### config.mk
export PLATFORM = sky130hd
export DESIGN_NAME = instruction_fetch
export DESIGN_NICKNAME = d
export VERILOG_FILES = /design/src/rtl/instruction_fetch_pkg.sv /design/src/rtl/instruction_fetch_fifo.sv /design/src/rtl/instruction_fetch.sv
export SDC_FILE = /design/constraint.sdc
export NUM_CORES = 1
export LEC_CHECK = 0
export BUFFER_PORTS_ARGS = -buffer_cell sky130_fd_sc_hd__buf_2
export CAP_MARGIN = 10
export CELL_PAD_IN_SITES_DETAIL_PLACEMENT = 0
export CELL_PAD_IN_SITES_GLOBAL_PLACEMENT = 1
export CORE_AREA = 2 2 85 87
export CTS_CLUSTER_SIZE = 40
export DETAILED_ROUTE_END_ITERATION = 7
export DIE_AREA = 0 0 87 89
export HOLD_SLACK_MARGIN = 0.12
export PLACE_DENSITY_LB_ADDON = 0.1
export SLEW_MARGIN = 0
export SYNTH_ARGS = -nofsm -noshare
export SYNTH_HDL_FRONTEND = slang
export SYNTH_SLANG_ARGS = --single-unit
### constraint.sdc
create_clock -name sysclk -period 2.6 [get_ports sysclk]
set_input_delay 0 -clock sysclk [delete_from_list [all_inputs] [get_ports sysclk]]
set_output_delay 0 -clock sysclk [all_outputs]
set_load 0.05 [all_outputs]
### src/rtl/instruction_fetch_pkg.sv
// Shared CPU definitions: datapath widths, instruction field positions and
// the fetch-unit state enumeration used by fetch, decode and the datapath.
package instruction_fetch_pkg;

    localparam int CPU_PC_WIDTH   = 8;
    localparam int CPU_INST_WIDTH = 8;

    // Instruction word layout: [7:5] opcode, [4] rs, [3] rt, [2:0] imm
    localparam int OPCODE_MSB = 7;
    localparam int OPCODE_LSB = 5;
    localparam int RS_BIT     = 4;
    localparam int RT_BIT     = 3;
    localparam int IMM_MSB    = 2;
    localparam int IMM_LSB    = 0;

    typedef enum logic [1:0] {
        RESET_S = 2'd0,
        RUN     = 2'd1,
        STALL   = 2'd2,
        FLUSH   = 2'd3
    } fetch_state_t;

    typedef struct packed {
        logic [OPCODE_MSB-OPCODE_LSB:0] opcode;
        logic                           rs;
        logic                           rt;
        logic [IMM_MSB-IMM_LSB:0]       imm;
    } inst_fields_t;

    function automatic inst_fields_t split_inst(input logic [CPU_INST_WIDTH-1:0] word);
        inst_fields_t f;
        f.opcode = word[OPCODE_MSB:OPCODE_LSB];
        f.rs     = word[RS_BIT];
        f.rt     = word[RT_BIT];
        f.imm    = word[IMM_MSB:IMM_LSB];
        return f;
    endfunction

endpackage

### src/rtl/instruction_fetch_fifo.sv
// Synchronous prefetch FIFO (module fetch_fifo): simultaneous push and pop
// are accepted even when full; flush empties it in one cycle.
module fetch_fifo #(
    parameter int WIDTH = 16,
    parameter int DEPTH = 2
) (
    input  logic                     clk,
    input  logic                     reset,
    input  logic                     flush,
    input  logic                     push,
    input  logic [WIDTH-1:0]         push_data,
    input  logic                     pop,
    output logic [WIDTH-1:0]         head,
    output logic                     full,
    output logic                     empty,
    output logic [$clog2(DEPTH):0]   count
);

    localparam int AW = $clog2(DEPTH);

    logic [WIDTH-1:0] mem [DEPTH];
    logic [AW-1:0]    rd_ptr;
    logic [AW-1:0]    wr_ptr;
    logic             push_ok;
    logic             pop_ok;

    assign empty   = (count == '0);
    assign full    = (count == (AW+1)'(DEPTH));
    assign pop_ok  = pop && !empty;
    assign push_ok = push && (!full || pop_ok);
    assign head    = mem[rd_ptr];

    always_ff @(posedge clk) begin
        if (push_ok) begin
            mem[wr_ptr] <= push_data;
        end
    end

    always_ff @(posedge clk) begin
        if (reset || flush) begin
            rd_ptr <= '0;
            wr_ptr <= '0;
            count  <= '0;
        end else begin
            if (push_ok) begin
                wr_ptr <= wr_ptr + 1'b1;
            end
            if (pop_ok) begin
                rd_ptr <= rd_ptr + 1'b1;
            end
            case ({push_ok, pop_ok})
                2'b10:   count <= count + 1'b1;
                2'b01:   count <= count - 1'b1;
                default: count <= count;
            endcase
        end
    end

endmodule

### src/rtl/instruction_fetch.sv
// Instruction fetch unit: issues sequential reads to a one-cycle instruction
// memory, buffers returned words with their PCs and hands them to decode.
module instruction_fetch
    import instruction_fetch_pkg::*;
#(
    parameter int                  PC_WIDTH   = CPU_PC_WIDTH,
    parameter int                  INST_WIDTH = CPU_INST_WIDTH,
    parameter int                  FIFO_DEPTH = 2,
    parameter logic [PC_WIDTH-1:0] RESET_PC   = '0
) (
    input  logic                  sysclk,
    input  logic                  reset,
    output logic                  imem_req,
    output logic [PC_WIDTH-1:0]   imem_addr,
    input  logic [INST_WIDTH-1:0] imem_data,
    input  logic                  imem_valid,
    input  logic                  redirect_valid,
    input  logic [PC_WIDTH-1:0]   redirect_pc,
    output logic                  inst_valid,
    input  logic                  inst_ready,
    output logic [INST_WIDTH-1:0] inst_out,
    output logic [PC_WIDTH-1:0]   inst_pc
);

    localparam int CW = $clog2(FIFO_DEPTH) + 1;

    fetch_state_t                   state;
    fetch_state_t                   next_state;
    logic [PC_WIDTH-1:0]            fetch_pc;
    logic [PC_WIDTH-1:0]            inflight_pc;
    logic                           inflight;
    logic [CW-1:0]                  count;
    logic                           fifo_full;
    logic                           fifo_empty;
    logic [PC_WIDTH+INST_WIDTH-1:0] head;
    logic                           pop;
    logic                           push;
    logic                           issue;
    logic                           has_space;
    logic [CW:0]                    occupancy_next;

    // A pop this cycle frees a slot in time for the word requested now,
    // which is what sustains one instruction per cycle with a 2-deep buffer.
    assign pop       = !reset && !fifo_empty && inst_ready;
    assign has_space = ({1'b0, count} + (CW+1)'(inflight)) < ((CW+1)'(FIFO_DEPTH) + (CW+1)'(pop));
    assign issue     = !reset && !redirect_valid && (state == RUN || state == STALL) && has_space;
    assign push      = imem_valid && inflight && (state != FLUSH) && !redirect_valid
                       && (!fifo_full || pop);

    assign occupancy_next = ({1'b0, count} + (CW+1)'(push) + (CW+1)'(issue)) - (CW+1)'(pop);

    fetch_fifo #(
        .WIDTH (PC_WIDTH + INST_WIDTH),
        .DEPTH (FIFO_DEPTH)
    ) u_fifo (
        .clk       (sysclk),
        .reset     (reset),
        .flush     (redirect_valid),
        .push      (push),
        .push_data ({inflight_pc, imem_data}),
        .pop       (pop),
        .head      (head),
        .full      (fifo_full),
        .empty     (fifo_empty),
        .count     (count)
    );

    always_ff @(posedge sysclk) begin
        if (reset) begin
            state       <= RESET_S;
            fetch_pc    <= RESET_PC;
            inflight_pc <= '0;
            inflight    <= 1'b0;
        end else begin
            state    <= next_state;
            inflight <= issue;
            if (issue) begin
                inflight_pc <= fetch_pc;
            end
            if (redirect_valid) begin
                fetch_pc <= redirect_pc;
            end else if (issue) begin
                fetch_pc <= fetch_pc + 1'b1;
            end
        end
    end

    // A redirect always lands in FLUSH, so a second one simply retargets it.
    always_comb begin
        next_state = state;
        case (state)
            RESET_S: next_state = RUN;
            RUN,
            STALL:   next_state = (occupancy_next >= (CW+1)'(FIFO_DEPTH)) ? STALL : RUN;
            FLUSH:   next_state = RUN;
            default: next_state = RESET_S;
        endcase
        if (redirect_valid) begin
            next_state = FLUSH;
        end
    end

    assign imem_req   = issue;
    assign imem_addr  = issue ? fetch_pc : '0;
    assign inst_valid = !reset && !fifo_empty;
    assign inst_out   = inst_valid ? head[INST_WIDTH-1:0] : '0;
    assign inst_pc    = inst_valid ? head[PC_WIDTH+INST_WIDTH-1:INST_WIDTH] : '0;

endmodule

==> results.yml, run 1 <==
setup_path:
  reg2reg_to: "state[0]"
  worst_path_max_delay_cell: "fa_2"
  r2r-start: "state[0]"
  critPathCaptureType: "flip-flop"
  critPathMaxStageDelay_ns: 0.52
  cp-start-kind: "flip-flop"
  cp_max_fo: 2
  reg2reg_depth: 11
  arrival_ns: 2.74
  path_class: "flip-flop to flip-flop"
  crit_family: "adder cells"
  path_cells: "ha_4, nor4bb_4, o31ai_2, ha_1, inv_1, ha_1, a21o_1, fa_2, o21ai_1, nor2_1, nor2_1"
  required_ns: 2.81
  r2r_slack_ns: 0.07
  path_buf_inv: 1
worst_hold_path:
  whs_path_depth: 5
  worstHoldPathType: "input port to flip-flop"
  min_from: "inst_ready"
  min_to: "u_fifo.rd_ptr"
power_and_ir_drop:
  p_leak_nw: 1.34
  p_per_area_mw_per_mm2: 494
  ir_drop_mv: 0.242
global_route:
  grt_pass1_wl_um: 8300
  antenna_found_initial: 0
  grt.total_usage_pct: 13.8
  grt_pass1_vias: 1750
  gr-total-overflow: 0
  grt_start_max_net_pins: 20
sta:
  hold_ws_ns: 0.190
  worst_pin_slew_ns: 0.391
  hold_viol_final: 0
  fmax_mhz: 395
  finalSetupTns_ns: 0
  worst_slew_margin_rel_pct: 73.8
  period_needed_ns: 2.53
  setup_viol: 0
  min_period_over_period_pct: 97.5
  slew_violations: 0
  finalClockSkew_ns: 0.00936
clock_network:
  cts-htree-levels: 2
  cts_setup_buffers: 0
  clock-root-buffer: "clkbuf_8"
  cts_tree: "done"
  cts_made_buffers: 5
  clock_latency_ns: 0.31
  clkTransAtPathRegs_ns: 0.10
  ctsLongestPathBuffers: 2
  clock-sinks: 56
placement:
  dp_hpwl_um: 3630
  gp_congestion: 0.768
  placedCellCount: 356
  io_buffers: 46
synth:
  synth_nets: 260
  synthTopCellsByArea: "edfxtp_1, dfxtp_1, mux2i_1, nor2_1, ha_1"
  synthFlopType: "edfxtp_1"
  synthCells: 231
  ys_warn_count: 0
  syn-mean-instance-area_sq_um: 10.8
  syn_area_sq_mm: 0.00250
  synth_enable_flop_cells: 32
  async_reset_ff_share_pct: 0
  seq_area_frac_synth_pct: 57.6
  yosysTopAreaCell: "edfxtp_1"
  ys_types: 44
  ys_ff_latch: 56
  netlist.area_leader.share_pct: 38.4
cells_and_area:
  finish.net_count: 331
  fill_cells: 654
  drive_above_1_share_pct: 25.4
  stdcell_count: 383
  diodes: 0
  areaGrowthSynthToFinish_pct: 27.0
routing:
  routed_wl_um: 5100
  drt_iter0_markers: 54
  wl_per_cell_um: 13.3
  drcViolationCount: 0
  viasPerCell: 4.86
  drt_first_pass_iters: 4
  antenna_left: 0
  via_count: 1862
flow_run:
  drv_cap: 0
floorplan:
  initial_utilization_pct: 37.2
  io_pins: 47
  dieHeight_um: 89
  die_w_um: 87
  die-area_sq_mm: 0.00774
  coreArea_sq_mm: 0.00672
  std_cell_rows: 30
run_status:
  status: "finished, final reports clean"
-- Yosys cell counts (2+ instances only) --
master / count
nand2b_1: 2
nand3_1: 12
dfxtp_1: 24
a31oi_1: 2
nor2b_1: 2
nor2_1: 34
mux2i_1: 16
nand2_1: 10
o21ai_0: 13
o311ai_0: 2
and4_1: 2
or3_1: 2
nor2_2: 2
edfxtp_1: 32
a211o_1: 2
xnor2_1: 4
buf_2: 4
ha_1: 7
clkbuf_1: 7
and3_1: 2
a21oi_1: 12
inv_1: 16
-- final cells by class --
type | count | area, sq um | area share (%)
inverters | 16 | 60.1 | 1.89
clock buffers | 5 | 68.8 | 2.17
clock inverters | 3 | 21.3 | 0.670
repair buffers | 77 | 510 | 16.1
well taps | 80 | 100 | 3.15
flip-flops and latches | 56 | 1440 | 45.5
multi-input cells | 146 | 972 | 30.6
-- power by group --
group          switching (mW)  total (mW)  internal [mW]
clock                   0.286       0.478          0.192
sequential             0.0141       0.963          0.949
combinational          0.0675       0.129         0.0615
total                   0.368        1.57           1.20
-- worst max path at each step --
stage / endpoint / depth (start not counted) / slack, ns / startpoint
after floorplan: state[1] / 13 / 0.02 / u_fifo.count[0]
after detailed placement: state[1] / 11 / 0.03 / state[0]
after global routing: state[0] / 12 / -0.03 / state[0]
after CTS: state[1] / 11 / 0.01 / state[0]
final: state[0] / 11 / 0.07 / state[0]
after global placement: state[1] / 11 / 0.07 / state[0]
-- per-layer routing --
| metal | GRT usage, % | wire length (um) | part of all wire, % |
|---|---|---|---|
| met2 | 25.3 | 2610 | 51 |
| met4 | 3.41 | 47 | 0.92 |
| met1 | 16.5 | 2270 | 44 |
| met3 | 3.14 | 178 | 3.5 |
| met5 | 0 | 0 | 0 |
-- registers in the layout, indices dropped and copies added (netlist names), named ones only --
register,cells
u_fifo.count,2
fetch_pc,8
u_fifo.mem,32
u_fifo.rd_ptr,1
inflight,1
inflight_pc,8
state,2
u_fifo.wr_ptr,1
-- placed cells by master, fill, tap and decap left out, drive strengths merged, types with 4 or more instances in the layout --
| master | Yosys | layout |
|---|---|---|
| buf | 6 | 58 |
| nor2 | 36 | 36 |
| edfxtp | 32 | 32 |
| dfxtp | 24 | 24 |
| dlygate4sd3 | 0 | 19 |
| inv | 16 | 17 |
| mux2i | 16 | 16 |
| o21ai | 13 | 13 |
| nand3 | 12 | 12 |
| a21oi | 12 | 12 |
| nand2 | 10 | 10 |
| ha | 7 | 7 |
| clkbuf | 7 | 5 |
| xnor2 | 4 | 4 |
-- cells by family (layout without fill, tap and decap cells) --
group	Yosys count	in the layout	synth area share, %
multiplexers	16	16	6.40
AO/OA/AOI/OAI	42	42	10.7
buffers and inverters	29	101	5.00
flip-flops	56	56	57.6
adder cells (fa/ha/maj)	8	8	4.30
XOR/XNOR	5	5	1.75
AND/OR/NAND/NOR	75	75	14.3
-- worst min-delay path, cell delays in order --
cell and delay (ns):
buf_2 0.12, inv_1 0.06, nor2_1 0.06, xnor2_1 0.14, nor2_1 0.08
-- per-stage QoR --
step / utilization [%] / total power, mW / worst slack, ns / area, sq um
global placement: 42.6 / 1.08 / 0.0687 / 2860
global route: 47.3 / 1.64 / -0.0316 / 3180
detailed placement: 42.6 / 1.09 / 0.0296 / 2860
floorplan: - / 1.04 / 0.0200 / 2510
finish: 47.3 / 1.57 / 0.0658 / 3180
CTS: 46.7 / 1.58 / 0.0134 / 3140
-- what timing repair did --
action / 4_1_cts / 5_1_grt
setup endpoints to repair: 0 / 3
hold buffers: 19 / 0
resized for setup: 0 / 9
endpoints found under the hold margin: 33 / 0
Note: power is estimated with default switching activity, not from simulation.
==> run 2: changes to the inputs <==
--- a/config.mk
+++ b/config.mk
@@ -15,7 +15,8 @@
 export DIE_AREA = 0 0 87 89
 export HOLD_SLACK_MARGIN = 0.12
 export PLACE_DENSITY_LB_ADDON = 0.1
-export SLEW_MARGIN = 0
+export RECOVER_POWER = 50
+export SLEW_MARGIN = 20
 export SYNTH_ARGS = -nofsm -noshare
 export SYNTH_HDL_FRONTEND = slang
 export SYNTH_SLANG_ARGS = --single-unit
==> run 2 against run 1 <==
Net effect: maximum frequency stayed put; utilization is 0.093 points lower; total power about the same; setup slack is the same; count of clock-buffer cells in the layout is the same; register-to-register slack about the same; design area down 0.20%; sequential power is essentially flat; largest power group unchanged.
==> results.yml, run 2 (synthesis results as in run 1) <==
sta:
  min_period_over_period_pct: 97.5
  fmax_mhz: 395
  hold_viol_final: 0
  worst_pin_slew_ns: 0.391
  setup_viol: 0
  worst_slew_margin_rel_pct: 73.8
  period_needed_ns: 2.53
  layout_setup_ws_ns: 0.0658
  slew_violations: 0
  finalClockSkew_ns: 0.00936
clock_network:
  cts_made_buffers: 5
  ctsLongestPathBuffers: 2
  cts_tree: "done"
  cts-htree-levels: 2
  clkTransAtPathRegs_ns: 0.10
  clock_latency_ns: 0.31
  clock-root-buffer: "clkbuf_8"
  clock-sinks: 56
floorplan:
  io_pins: 47
  die-area_sq_mm: 0.00774
  coreArea_sq_mm: 0.00672
  initial_utilization_pct: 37.2
  std_cell_rows: 30
  die_w_um: 87
  dieHeight_um: 89
cells_and_area:
  diodes: 0
  areaGrowthSynthToFinish_pct: 26.8
  largestRegisters: "u_fifo.mem: 32 flops, fetch_pc: 8 flops, inflight_pc: 8 flops"
  largest-register: "u_fifo.mem"
  fill_cells: 656
  largest_register_ffs: 32
  final_cell_mix: "buf_2, nor2_1, edfxtp_1, dfxtp_1, dlygate4sd3_1"
  stdcell_area_sq_mm: 0.00317
  drive_above_1_share_pct: 23.8
  final_common_cell: "buf_2"
  finish.net_count: 331
routing:
  drt_first_pass_iters: 4
  drcViolationCount: 0
  antenna_left: 0
  via_count: 1862
  viasPerCell: 4.86
  routed_wl_um: 5100
  drt_iter0_markers: 54
  wl_per_cell_um: 13.3
setup_path:
  path_cells: "ha_4, nor4bb_4, o31ai_2, ha_1, inv_1, ha_1, a21o_1, fa_2, o21ai_1, nor2_1, nor2_1"
  reg2reg_to: "state[0]"
  critPathLaunch: "state[0]"
  r2r_slack_ns: 0.07
  arrival_ns: 2.74
  path_class: "flip-flop to flip-flop"
  worst_path_max_delay_cell: "fa_2"
  r2r-start: "state[0]"
  cp-start-kind: "flip-flop"
  required_ns: 2.81
  critPathMaxStageDelay_ns: 0.52
  reg2reg_depth: 11
  cp_max_fo: 2
  critPathCaptureType: "flip-flop"
global_route:
  grt_pass1_vias: 1750
  grt_pass1_wl_um: 8300
  antenna_found_initial: 0
  grt_start_max_net_pins: 20
  grt.total_usage_pct: 13.8
  gr-total-overflow: 0
power_and_ir_drop:
  p_leak_nw: 1.33
  combinationalPowerShare_pct: 8.2
  p_per_area_mw_per_mm2: 495
  internal_power_mw: 1.20
  seq_power_share_pct: 61.4
  power.share.clock_pct: 30.5
  power_switching_share_pct: 23.5
  p_switching_mw: 0.368
  ir_drop_mv: 0.242
run_status:
  status: "finished, final reports clean"
worst_hold_path:
  worstHoldPathType: "input port to flip-flop"
  whs_path_depth: 5
  min_to: "u_fifo.rd_ptr"
  min_from: "inst_ready"
placement:
  dp_hpwl_um: 3630
  post-place-ws_ns: 0.0296
  gp_congestion: 0.768
  io_buffers: 46
  dpl_cell_area_sq_mm: 0.00286
flow_run:
  drv_cap: 0
==> run 2: cell count changes in the layout (fill, tap and decap cells not counted) <==
cell	previous run	this run
buf_2	46	41
clkbuf_1	0	5
==> run 2: cell type report <==
| cell class | instances | area (sq um) | share of cell area [%] |
|---|---|---|---|
| flip-flops and latches | 56 | 1440 | 45.5 |
| multi-input cells | 146 | 972 | 30.7 |
| repair buffers | 77 | 504 | 15.9 |
| well taps | 80 | 100 | 3.16 |
| clock buffers | 5 | 68.8 | 2.17 |
| inverters | 16 | 60.1 | 1.89 |
| clock inverters | 3 | 21.3 | 0.671 |
==> run 2: power by group through the flow <==
stage | Combinational [mW] | Clock, mW | Sequential (mW)
after floorplan | 0.0649 | 0 | 0.977
after global placement | 0.103 | 0 | 0.982
after detailed placement | 0.104 | 0 | 0.982
after CTS | 0.126 | 0.495 | 0.962
after global routing | 0.142 | 0.536 | 0.966
final | 0.128 | 0.478 | 0.963
==> run 2: metrics by stage <==
| step | hold WS [ns] | instances | utilization, % | TNS (ns) | power [mW] |
|---|---|---|---|---|---|
| 2_1_floorplan | 0.0989 | 231 | - | 0 | 1.04 |
| 3_3_place_gp | 0.190 | 356 | 42.6 | 0 | 1.08 |
| 3_5_place_dp | 0.195 | 356 | 42.6 | 0 | 1.09 |
| 4_1_cts | 0.185 | 383 | 46.7 | 0 | 1.58 |
| 5_1_grt | 0.225 | 383 | 47.2 | -0.0436 | 1.64 |
| 6_report | 0.190 | 383 | 47.2 | 0 | 1.57 |
==> run 2: critical path: cells and delay by family (launching register included) <==
| kind | cells | cell delay, ns |
|---|---|---|
| AOI/OAI and AO/OA | 3 | 0.37 |
| adders and majority gates | 4 | 1.22 |
| buffers and inverters | 1 | 0.04 |
| DFF | 1 | 0.34 |
| and+or+nand+nor | 3 | 0.46 |
==> run 2: timing repair <==
item                                   4_1_cts  5_1_grt
setup endpoints to repair                    0        3
hold buffers                                19        0
endpoints found under the hold margin       33        0
setup buffers                                0        0
resized for setup                            0        9
==> run 2: layer usage <==
layer | wire, um | GRT usage (%) | up-vias
li1 | - | - | 958
met1 | 2260 | 16.5 | 863
met2 | 2610 | 25.3 | 36
met3 | 178 | 3.14 | 5
met4 | 47 | 3.41 | 0
met5 | 0 | 0 | -
==> run 2: worst max path at each step <==
| stage | end | slack [ns] |
|---|---|---|
| 5_1_grt | state[0] | -0.03 |
| 4_1_cts | state[1] | 0.01 |
| 3_5_place_dp | state[1] | 0.03 |
| 2_1_floorplan | state[1] | 0.02 |
| 3_3_place_gp | state[1] | 0.07 |
| 6_report | state[0] | 0.07 |
==> run 3: changes to the inputs <==
--- a/config.mk
+++ b/config.mk
@@ -5,7 +5,7 @@
 export SDC_FILE = /design/constraint.sdc
 export NUM_CORES = 1
 export LEC_CHECK = 0
-export BUFFER_PORTS_ARGS = -buffer_cell sky130_fd_sc_hd__buf_2
+export BUFFER_PORTS_ARGS = -buffer_cell sky130_fd_sc_hd__clkbuf_2
 export CAP_MARGIN = 10
 export CELL_PAD_IN_SITES_DETAIL_PLACEMENT = 0
 export CELL_PAD_IN_SITES_GLOBAL_PLACEMENT = 1
@@ -16,7 +16,6 @@
 export HOLD_SLACK_MARGIN = 0.12
 export PLACE_DENSITY_LB_ADDON = 0.1
 export RECOVER_POWER = 50
-export SLEW_MARGIN = 20
 export SYNTH_ARGS = -nofsm -noshare
 export SYNTH_HDL_FRONTEND = slang
 export SYNTH_SLANG_ARGS = --single-unit
==> run 3 against run 2 <==
Net effect: setup slack better by 0.071 ns; largest power group unchanged; total power up 11%; die area is the same; count of clock-buffer cells in the layout stayed put; critical endpoint unchanged; sequential share of layout area shrank 0.46 points; non-clock buffer count did not move; combinational power about the same.
==> results.yml, run 3 (synthesis results as in run 1) <==
run_status:
  status: "finished, final reports clean"
power_and_ir_drop:
  p_per_area_mw_per_mm2: 544
  p_leak_nw: 1.32
  ir_drop_mv: 0.393
  total_power_mw: 1.74
setup_path:
  reg2reg_depth: 11
  reg2reg_to: "state[0]"
  path_class: "flip-flop to flip-flop"
  cp-start-kind: "flip-flop"
  r2r_slack_ns: 0.14
  required_ns: 2.81
  critPathMaxStageDelay_ns: 0.52
  arrival_ns: 2.67
  path_cells: "ha_4, nor4bb_4, o31ai_1, ha_1, inv_1, ha_1, a21o_1, fa_2, o21ai_1, nor2_1, nor2_1"
  r2r-start: "state[0]"
  worst_path_max_delay_cell: "fa_2"
  cp_max_fo: 2
  critPathLaunch: "state[0]"
  critPathCaptureType: "flip-flop"
  crit_path_end: "state[0]"
flow_run:
  drv_cap: 0
routing:
  viasPerCell: 4.92
  drt_iter0_markers: 120
  wl_per_cell_um: 13.2
  via_count: 1881
  routed_wl_um: 5060
  drcViolationCount: 0
  drt_first_pass_iters: 4
  antenna_left: 0
global_route:
  grt.total_usage_pct: 13.5
  antenna_found_initial: 0
  grt_start_max_net_pins: 20
  grt_pass1_vias: 1710
  grt_pass1_wl_um: 8040
  gr-total-overflow: 0
cells_and_area:
  finish.net_count: 331
  largest-register: "u_fifo.mem"
  final_common_cell: "clkbuf_2"
  drive_above_1_share_pct: 22.8
  final_cell_mix: "clkbuf_2, nor2_1, edfxtp_1, dfxtp_1, dlygate4sd3_1"
  largest_register_ffs: 32
  largestRegisters: "u_fifo.mem: 32 flops, fetch_pc: 8 flops, inflight_pc: 8 flops"
  diodes: 0
  stdcell_area_sq_mm: 0.00320
  areaGrowthSynthToFinish_pct: 28.1
placement:
  io_buffers: 46
  gp_congestion: 0.732
  post-place-ws_ns: 0.0503
  dpl_cell_area_sq_mm: 0.00286
  dp_hpwl_um: 3610
sta:
  finalSetupTns_ns: 0
  setup_viol: 0
  finalClockSkew_ns: 0.00767
  fmax_mhz: 406
  period_needed_ns: 2.46
  layout_setup_ws_ns: 0.136
  slew_violations: 0
  worst_slew_margin_rel_pct: 74.4
  worst_pin_slew_ns: 0.381
  min_period_over_period_pct: 94.8
  hold_viol_final: 0
clock_network:
  cts_tree: "done"
  cts_made_buffers: 5
  cts-htree-levels: 2
  ctsLongestPathBuffers: 2
  clock_latency_ns: 0.31
  clkTransAtPathRegs_ns: 0.10
  clock-sinks: 56
  cts_setup_buffers: 0
  clock-root-buffer: "clkbuf_8"
worst_hold_path:
  worstHoldPathType: "input port to flip-flop"
floorplan:
  coreArea_sq_mm: 0.00672
  die_w_um: 87
  initial_utilization_pct: 37.2
  dieHeight_um: 89
  die-area_sq_mm: 0.00774
  io_pins: 47
  std_cell_rows: 30
## run 3: changes by cell type in the layout (fill, tap and decap cells not counted), sizes merged
| cell | delta |
|---|---|
| buf | -41 |
| bufinv | +2 |
| clkbuf | +41 |
| clkinv | -1 |
| clkinvlp | -1 |
| inv | -1 |
## run 3: what timing repair did
action                                 in CTS  in global routing
resized for setup                           0                  8
hold buffers                               19                  0
endpoints found under the hold margin      33                  0
setup endpoints to repair                   0                  3
## run 3: worst min path at each step
stage                            start          endpoint  slack (ns)  depth (start not counted)
after floorplan           imem_data[0]  u_fifo.mem[0][0]         0.1                          0
after global placement    imem_data[6]  u_fifo.mem[1][6]        0.19                          1
after detailed placement  imem_data[6]  u_fifo.mem[0][6]        0.20                          1
after CTS                   inst_ready     u_fifo.rd_ptr        0.17                          5
after global routing        inst_ready     u_fifo.rd_ptr        0.19                          5
final                       inst_ready     u_fifo.rd_ptr        0.17                          5
## run 3: area by class of cell
class                      instances  area, sq um
fill                             646         3520
sequential                        56         1440
multi-input combinational        146          967
timing repair buffer              77          503
tap                               80          100
clock buffer                       5         68.8
clock inverter                     2         60.1
inverter                          16         60.1
## run 3: where the power goes
part	total, mW	switching, mW	leakage [nW]	internal (mW)
Clock	0.652	0.273	0.0642	0.379
Sequential	0.963	0.0142	0.500	0.948
Combinational	0.128	0.0676	0.760	0.0601
Total	1.74	0.355	1.32	1.39
## run 3: metrics by stage
| stage | util (%) | hold WS (ns) | std cells |
|---|---|---|---|
| finish | 47.7 | 0.170 | 382 |
| global route | 47.7 | 0.190 | 382 |
| CTS | 47.3 | 0.173 | 382 |
| detailed placement | 42.6 | 0.197 | 356 |
| global placement | 42.6 | 0.191 | 356 |
| floorplan | - | 0.0989 | 231 |
## run 3: critical path, delay by kind of cell (launching register included)
family / cells / cell delay, ns
buf+inv: 1 / 0.04
fa+ha+maj: 4 / 1.22
simple gates: 3 / 0.42
compound gates: 3 / 0.35
flops: 1 / 0.34
## run 3: routing by layer
| metal | vias up | GRT usage, % | wire length [um] |
|---|---|---|---|
| met5 | - | 0 | 0 |
| li1 | 957 | - | - |
| met3 | 5 | 3.14 | 185 |
| met4 | 0 | 4.26 | 58 |
| met1 | 879 | 16.2 | 2290 |
| met2 | 40 | 24.0 | 2530 |
